==> config.mk <==
export PLATFORM = sky130hd
export DESIGN_NAME = gf_poly_mult_seq_flat
export DESIGN_NICKNAME = d
export VERILOG_FILES = /design/src/rtl/gf_poly_mult_seq_if.sv /design/src/rtl/gf_poly_mult_seq.sv /design/src/flat_wrapper.sv
export SDC_FILE = /design/constraint.sdc
export NUM_CORES = 1
export LEC_CHECK = 0
export CAP_MARGIN = 10
export CORE_MARGIN = 2
export CORE_UTILIZATION = 56
export CTS_CLUSTER_DIAMETER = 50
export CTS_CLUSTER_SIZE = 12
export DETAILED_ROUTE_END_ITERATION = 6
export GPL_ROUTABILITY_DRIVEN = 0
export PLACE_DENSITY = 0.84
export SLEW_MARGIN = 5
export SYNTH_ARGS = -nofsm -noshare
export SYNTH_HDL_FRONTEND = slang
export SYNTH_SLANG_ARGS = --single-unit
==> constraint.sdc <==
create_clock -name clk -period 5.7 [get_ports clk]
set_clock_uncertainty 0.2 [all_clocks]
set_input_delay 1.425 -clock clk [delete_from_list [all_inputs] [get_ports clk]]
set_output_delay 1.425 -clock clk [all_outputs]
set_load 0.01 [all_outputs]
==> src/rtl/gf_poly_mult_seq_if.sv <==
// gf_poly_mult_seq_if: load/done handshake and operand/result bus of the GF multiplier.
interface gf_poly_mult_seq_if #(parameter int WIDTH = 8);
  logic             load;
  logic [WIDTH-1:0] mpr_in;
  logic [WIDTH-1:0] mcd_in;
  logic             busy;
  logic             done;
  logic [WIDTH-1:0] result;
  modport master (output load, mpr_in, mcd_in, input busy, done, result);
  modport slave  (input load, mpr_in, mcd_in, output busy, done, result);
endinterface

==> src/rtl/gf_poly_mult_seq.sv <==
// gf_poly_mult_seq: sequential GF(2^WIDTH) shift-and-add multiplier with per-step reduction.
module gf_poly_mult_seq #(
  parameter int             WIDTH      = 8,
  parameter logic [WIDTH:0] POLY       = 9'h11B,
  parameter bit             EARLY_TERM = 1'b1
) (
  input logic              clk,
  input logic              nrst,
  gf_poly_mult_seq_if.slave bus
);
  localparam int               CW  = $clog2(WIDTH + 1);
  localparam logic [WIDTH-1:0] RED = POLY[WIDTH-1:0];
  typedef enum logic [2:0] {IDLE = 3'b001, RUN = 3'b010, DONE = 3'b100} state_t;
  state_t           state_q, state_d;
  logic [WIDTH-1:0] mpr_q, mpr_d, mcd_q, mcd_d, acc_q, acc_d, result_q, result_d;
  logic [CW-1:0]    cnt_q, cnt_d;
  logic             term;
  assign term = EARLY_TERM ? (mcd_q == '0) : (cnt_q == CW'(WIDTH));
  always_comb begin
    state_d  = state_q;
    mpr_d    = mpr_q;
    mcd_d    = mcd_q;
    acc_d    = acc_q;
    cnt_d    = cnt_q;
    result_d = result_q;
    case (state_q)
      IDLE, DONE: begin
        state_d = bus.load ? RUN : IDLE;
        if (bus.load) begin
          mpr_d = bus.mpr_in;
          mcd_d = bus.mcd_in;
          acc_d = '0;
          cnt_d = '0;
        end
      end
      RUN: begin
        if (term) begin
          result_d = acc_q;
          state_d  = DONE;
        end else begin
          // multiply mpr by x and fold the overflow back through the field polynomial
          acc_d = mcd_q[0] ? acc_q ^ mpr_q : acc_q;
          mpr_d = {mpr_q[WIDTH-2:0], 1'b0} ^ (mpr_q[WIDTH-1] ? RED : '0);
          mcd_d = mcd_q >> 1;
          cnt_d = cnt_q + CW'(1);
        end
      end
      default: state_d = IDLE;
    endcase
  end
  always_ff @(posedge clk or negedge nrst) begin
    if (!nrst) begin
      state_q  <= IDLE;
      mpr_q    <= '0;
      mcd_q    <= '0;
      acc_q    <= '0;
      cnt_q    <= '0;
      result_q <= '0;
    end else begin
      state_q  <= state_d;
      mpr_q    <= mpr_d;
      mcd_q    <= mcd_d;
      acc_q    <= acc_d;
      cnt_q    <= cnt_d;
      result_q <= result_d;
    end
  end
  assign bus.busy   = (state_q == RUN);
  assign bus.done   = (state_q == DONE);
  assign bus.result = result_q;
endmodule

==> src/flat_wrapper.sv <==
// flat-port wrapper written by rule: the top's interface ports become plain ports
module gf_poly_mult_seq_flat 
#(
  parameter int             WIDTH      = 8,
  parameter logic [WIDTH:0] POLY       = 9'h11B,
  parameter bit             EARLY_TERM = 1'b1
)
  (clk, nrst, bus_load, bus_mpr_in, bus_mcd_in, bus_busy, bus_done, bus_result);
  gf_poly_mult_seq_if #(.WIDTH(WIDTH)) bus_i ();
  input logic clk;
  input logic nrst;
  input wire logic [$bits(bus_i.load)-1:0] bus_load;
  input wire logic [$bits(bus_i.mpr_in)-1:0] bus_mpr_in;
  input wire logic [$bits(bus_i.mcd_in)-1:0] bus_mcd_in;
  output wire logic [$bits(bus_i.busy)-1:0] bus_busy;
  output wire logic [$bits(bus_i.done)-1:0] bus_done;
  output wire logic [$bits(bus_i.result)-1:0] bus_result;
  assign bus_i.load = bus_load;
  assign bus_i.mpr_in = bus_mpr_in;
  assign bus_i.mcd_in = bus_mcd_in;
  assign bus_busy = bus_i.busy;
  assign bus_done = bus_i.done;
  assign bus_result = bus_i.result;
  gf_poly_mult_seq #(.WIDTH(WIDTH), .POLY(POLY), .EARLY_TERM(EARLY_TERM)) u_core (.clk(clk), .nrst(nrst), .bus(bus_i));
endmodule
# Word-level counts from Yosys, hierarchy flattened
# Index checks and enable logic that the tools add are counted.
[totals]
memories = 0
out_inout_bits = 10
latch_bits = 0
elab_cells = 34
in_bits = 19
romBits = 0
register_bits = 35
ramBits = 0
[op_classes]
shift = 0
reduce_logical = 6
mul = 0
add_sub_neg = 0
bitwise_logic = 2
magnitude_cmp = 0
div_mod_pow = 0
muxes = 14
n_eq_ne = 7
[op_table]
columns = ["op", "count"]
rows = [
  ["2-to-1 mux 8 bit", 7],
  ["case mux 8 bit (2 select lines)", 3],
  ["XOR 8 bit", 2],
  ["logical NOT 8 bit", 1],
  ["case mux 3 bit (2 select lines)", 1],
  ["2-to-1 mux 5 bit", 1],
  ["inequality test 2 x 1 -> 1 bit (second input constant)", 2],
  ["inequality test 2 bit (second input constant)", 2],
  ["AND reduction 4 bit", 1],
  ["equality test 3 x 1 -> 1 bit (second input constant)", 1],
  ["equality test 3 x 2 -> 1 bit (second input constant)", 1],
  ["equality test 3 bit (second input constant)", 1],
  ["2-to-1 mux 3 bit", 1],
  ["AND reduction 3 bit", 1],
  ["2-to-1 mux 2 bit", 1],
  ["AND reduction 2 bit", 1],
  ["nonzero test 2 bit", 1],
  ["OR reduction 2 bit", 1],
]

# Depth between registers and ports, before layout
[logic_depth]
word_depth = 4
ltp_mapped = 5
mapped_depth_nobuf = 4

# Least setup slack after synthesis
# OpenSTA, ideal clock, no wires.
[synth_timing]
kind = "reg2out"
from = "register u_core.state_q[1]"
to = "output bus_busy"
stages_incl_launch_ff = 4
path_slack_ns = 2.932
n_path_buf = 2
arrival_time_ns = 1.143
required_ns = 4.075
cell_sequence = "dfrtp_1 nor3b_4 buf_6 buf_2"
[synth_via]
elab_chain_cells = 1
[synth_rtl]
columns = ["element", "line", "text"]
rows = [
  ["start: declaration", "gf_poly_mult_seq.sv:14", "state_t state_q, state_d;"],
  ["start signal: assignment", "gf_poly_mult_seq.sv:60", "state_q <= state_d;"],
  ["equality test 3 x 2 -> 1 bit", "gf_poly_mult_seq.sv:68", "assign bus.busy = (state_q == RUN);"],
  ["end: declaration", "flat_wrapper.sv:15", "output wire logic [$bits(bus_i.busy)-1:0] bus_busy;"],
]
# No other way between the ends.

# Final worst setup path
# Same ends and word-level chain as after synthesis.

==> flow_metrics.tcl <==
set metrics [dict create \
    fin_crit_sh_pct 62.6 \
    area_growth_syn_to_layout_pct 19.5 \
    r2r_start "u_core.state_q[1]$_DFFE_PN0P_" \
    ios 29 \
    p_sw_uw 306 \
    grt_pass1_vias 1085 \
    die_area_sq_um 3530 \
    cts_buffers 5 \
    cp.arrival_ns 1.94 \
    syn-cell-area_sq_um 1720 \
    grt_start_max_net_pins 36 \
    min_delay_path_depth 2 \
    die_w_um 59.4 \
    reg2reg_setup_slack_ns 3.40 \
    async_flop_share_pct 100 \
    multi_input_area_sq_um 746 \
    intPower_uw 606 \
    htreeDepth 2 \
    syn_avg_cell_area_sq_um 12.7 \
    slew_headroom_pct 52.2 \
    p_comb_share_pct 37.2 \
    synth_top_area_share_pct 49.4 \
    vdd_drop_max_uv 273 \
    ys_seq_elements 35 \
    cp.required_ns 4.07 \
    layout.nets 185 \
    core-area_sq_um 2980 \
    cts_root_buffer "clkbuf_4" \
    grt_pass1_wl_um 4980 \
    whs_endpoint "u_core.bus.result[3]$_DFFE_PN0P_" \
    fillers 217 \
    ys_seq_area_share_pct 50.9 \
    syn_nets 155 \
    reg2reg_depth 5 \
    timing.rr.end "u_core.mpr_q[3]$_DFFE_PN0P_" \
    final_util_pct 69.1 \
    dr.pass1.iters 4 \
    setup_viol 0 \
    n_antenna_cell 0 \
    power_leakage_uw 0.000891 \
    synthCells 136 \
    cp-end-kind "output port" \
    hold_ws_ns 0.294 \
    fp.dieH_um 59.4 \
    portBuffers 28 \
    cpPeakStageDelay_ns 0.61 \
    tightest_slew_ns 0.716 \
    start_util_pct 57.8 \
    synth_area_leader_cell "dfrtp_1" \
    finalMaxSlewViolations 0 \
    hold_class "reg -> reg" \
    rsz0062_at_grt "false" \
    wl_per_cell_um 14.9 \
    max_cap_viol_count 0 \
    max_freq_mhz 280 \
    postRouteWirelength_um 2980 \
    dpl.hpwl_um 2050 \
    power_density_nw_per_um2 443 \
    post_drt_via_cell_ratio 5.49 \
    start_kind "flop" \
    synth.area.top_cells "dfrtp_1 49%, mux2_2 13%, mux2_4 7.8%, a22o_1 4.1%, o21ai_0 3.5%" \
    path_cells "nor3b_4 -> buf_4 -> clkdlybuf4s50_1" \
    ant_nets 0 \
    ys.flop_type "dfrtp_1" \
    critPathKind "reg -> out" \
    setup-tns-final_ns 0 \
    finalHoldViolCount 0 \
    seq_power_share_pct 45.9 \
    min_period_ns 3.57 \
    power_uw 912 \
    clockPowerShare_pct 16.9 \
    cts_buffer_depth 2 \
    seqCellArea_sq_um 877 \
    cts_sinks 35 \
    holdBufCountCts 0 \
    rows 20 \
    clock_latency_ns 0.34 \
    cts_tree "done" \
    hp-start "u_core.bus.result[3]$_DFFE_PN0P_" \
    post-cts-setup-buffers 0 \
    route.vias.total 1097 \
    grt_usage_pct 19.6 \
    yosys-top-cells-count "34 x dfrtp_1, 20 x mux2_2, 12 x o21ai_0" \
    cp_slowest_cell "clkdlybuf4s50_1" \
    synth_cell_types 25 \
    drt_iter0_markers 14 \
    yosysMostFrequentCell "dfrtp_1" \
    drc 0 \
    antenna_found_initial 0 \
    p_sw_share_pct 33.6 \
    worst-path-max-fanout 32 \
    synth-edff-count 0 \
    grt-ovfl-total 0 \
    layout-drive-gt1-share_pct 25.7 \
    ctsResizeCount 0 \
    path_clk_slew_ns 0.11 \
    yosys_warnings 0 \
    outcome "complete, no violations" \
]
[worst max path at each step]
stage | startpoint | end | slack, ns | depth (start not counted)
after floorplan | u_core.state_q[1]$_DFFE_PN0P_ | bus_busy | 2.93 | 3
after global placement | bus_load | u_core.mpr_q[0]$_DFFE_PN0P_ | 2.49 | 4
after detailed placement | bus_load | u_core.mpr_q[3]$_DFFE_PN0P_ | 2.44 | 4
after CTS | u_core.state_q[1]$_DFFE_PN0P_ | bus_busy | 2.11 | 3
after global routing | u_core.state_q[1]$_DFFE_PN0P_ | bus_busy | 2.00 | 3
final | u_core.state_q[1]$_DFFE_PN0P_ | bus_busy | 2.13 | 3
[power groups by stage]
| stage | clock (uW) | combinational [uW] | sequential, uW |
|---|---|---|---|
| after CTS | 159 | 345 | 417 |
| after detailed placement | 0 | 342 | 421 |
| after global placement | 0 | 325 | 414 |
| after floorplan | 0 | 324 | 384 |
| final | 154 | 339 | 419 |
| after global routing | 167 | 369 | 432 |
[cell type report]
class                   count  share of cell area (%)
flip-flops and latches     35                    42.6
clock buffers               8                    3.34
well taps                  33                    2.01
multi-input cells          86                    36.2
inverters                   8                    1.46
repair buffers             30                    14.3
[registers in the layout, indices dropped and copies added, names as in the netlist]
| register | cells |
|---|---|
| u_core.acc_q | 8 |
| u_core.mcd_q | 8 |
| u_core.state_q | 3 |
| u_core.bus.result | 8 |
| u_core.mpr_q | 8 |
[cells by family after synthesis]
group,synth area share (%)
flip-flops,50.9
multiplexers,22.7
AO/OA/AOI/OAI,9.67
AND/OR/NAND/NOR,8.94
buffers and inverters,5.74
XOR/XNOR,2.03
[worst max-delay path: cells and delay by family, from the launching register on]
family	cells	cell delay [ns]
buf+inv	2	0.98
flops	1	0.42
simple gates	1	0.19
[routing by layer]
metal	GRT usage, %	part of all wire (%)	wire (um)
met1	24.1	43	1290
met2	31.6	49	1470
met3	5.90	5.3	159
met4	8.77	2.4	71
met5	0	0	0
[layout by cell type, fill, tap and decap left out]
master	Yosys	layout
a21oi_1	4	4
a22o_1	8	8
buf_4	1	2
clkbuf_1	1	1
clkbuf_4	1	5
clkbuf_8	1	2
clkdlybuf4s50_1	0	28
dfrtp_1	34	34
dfstp_2	1	1
inv_1	8	8
mux2_2	20	20
mux2_4	9	9
mux2i_1	3	3
nand2_1	8	8
nand3_1	6	6
nand3_4	1	1
nor2_1	5	5
nor3b_1	1	1
nor3b_4	2	2
nor4_1	2	2
o21ai_0	12	12
o21ai_4	1	1
xnor2_1	4	4
[stage by stage]
step	cell area (sq um)	instances	setup slack (ns)
CTS	2060	200	2.11
global placement	1990	192	2.49
floorplan	1720	136	2.93
detailed placement	1990	192	2.44
finish	2060	200	2.13
global route	2060	200	2.00
(Power assumes the default switching activity.)
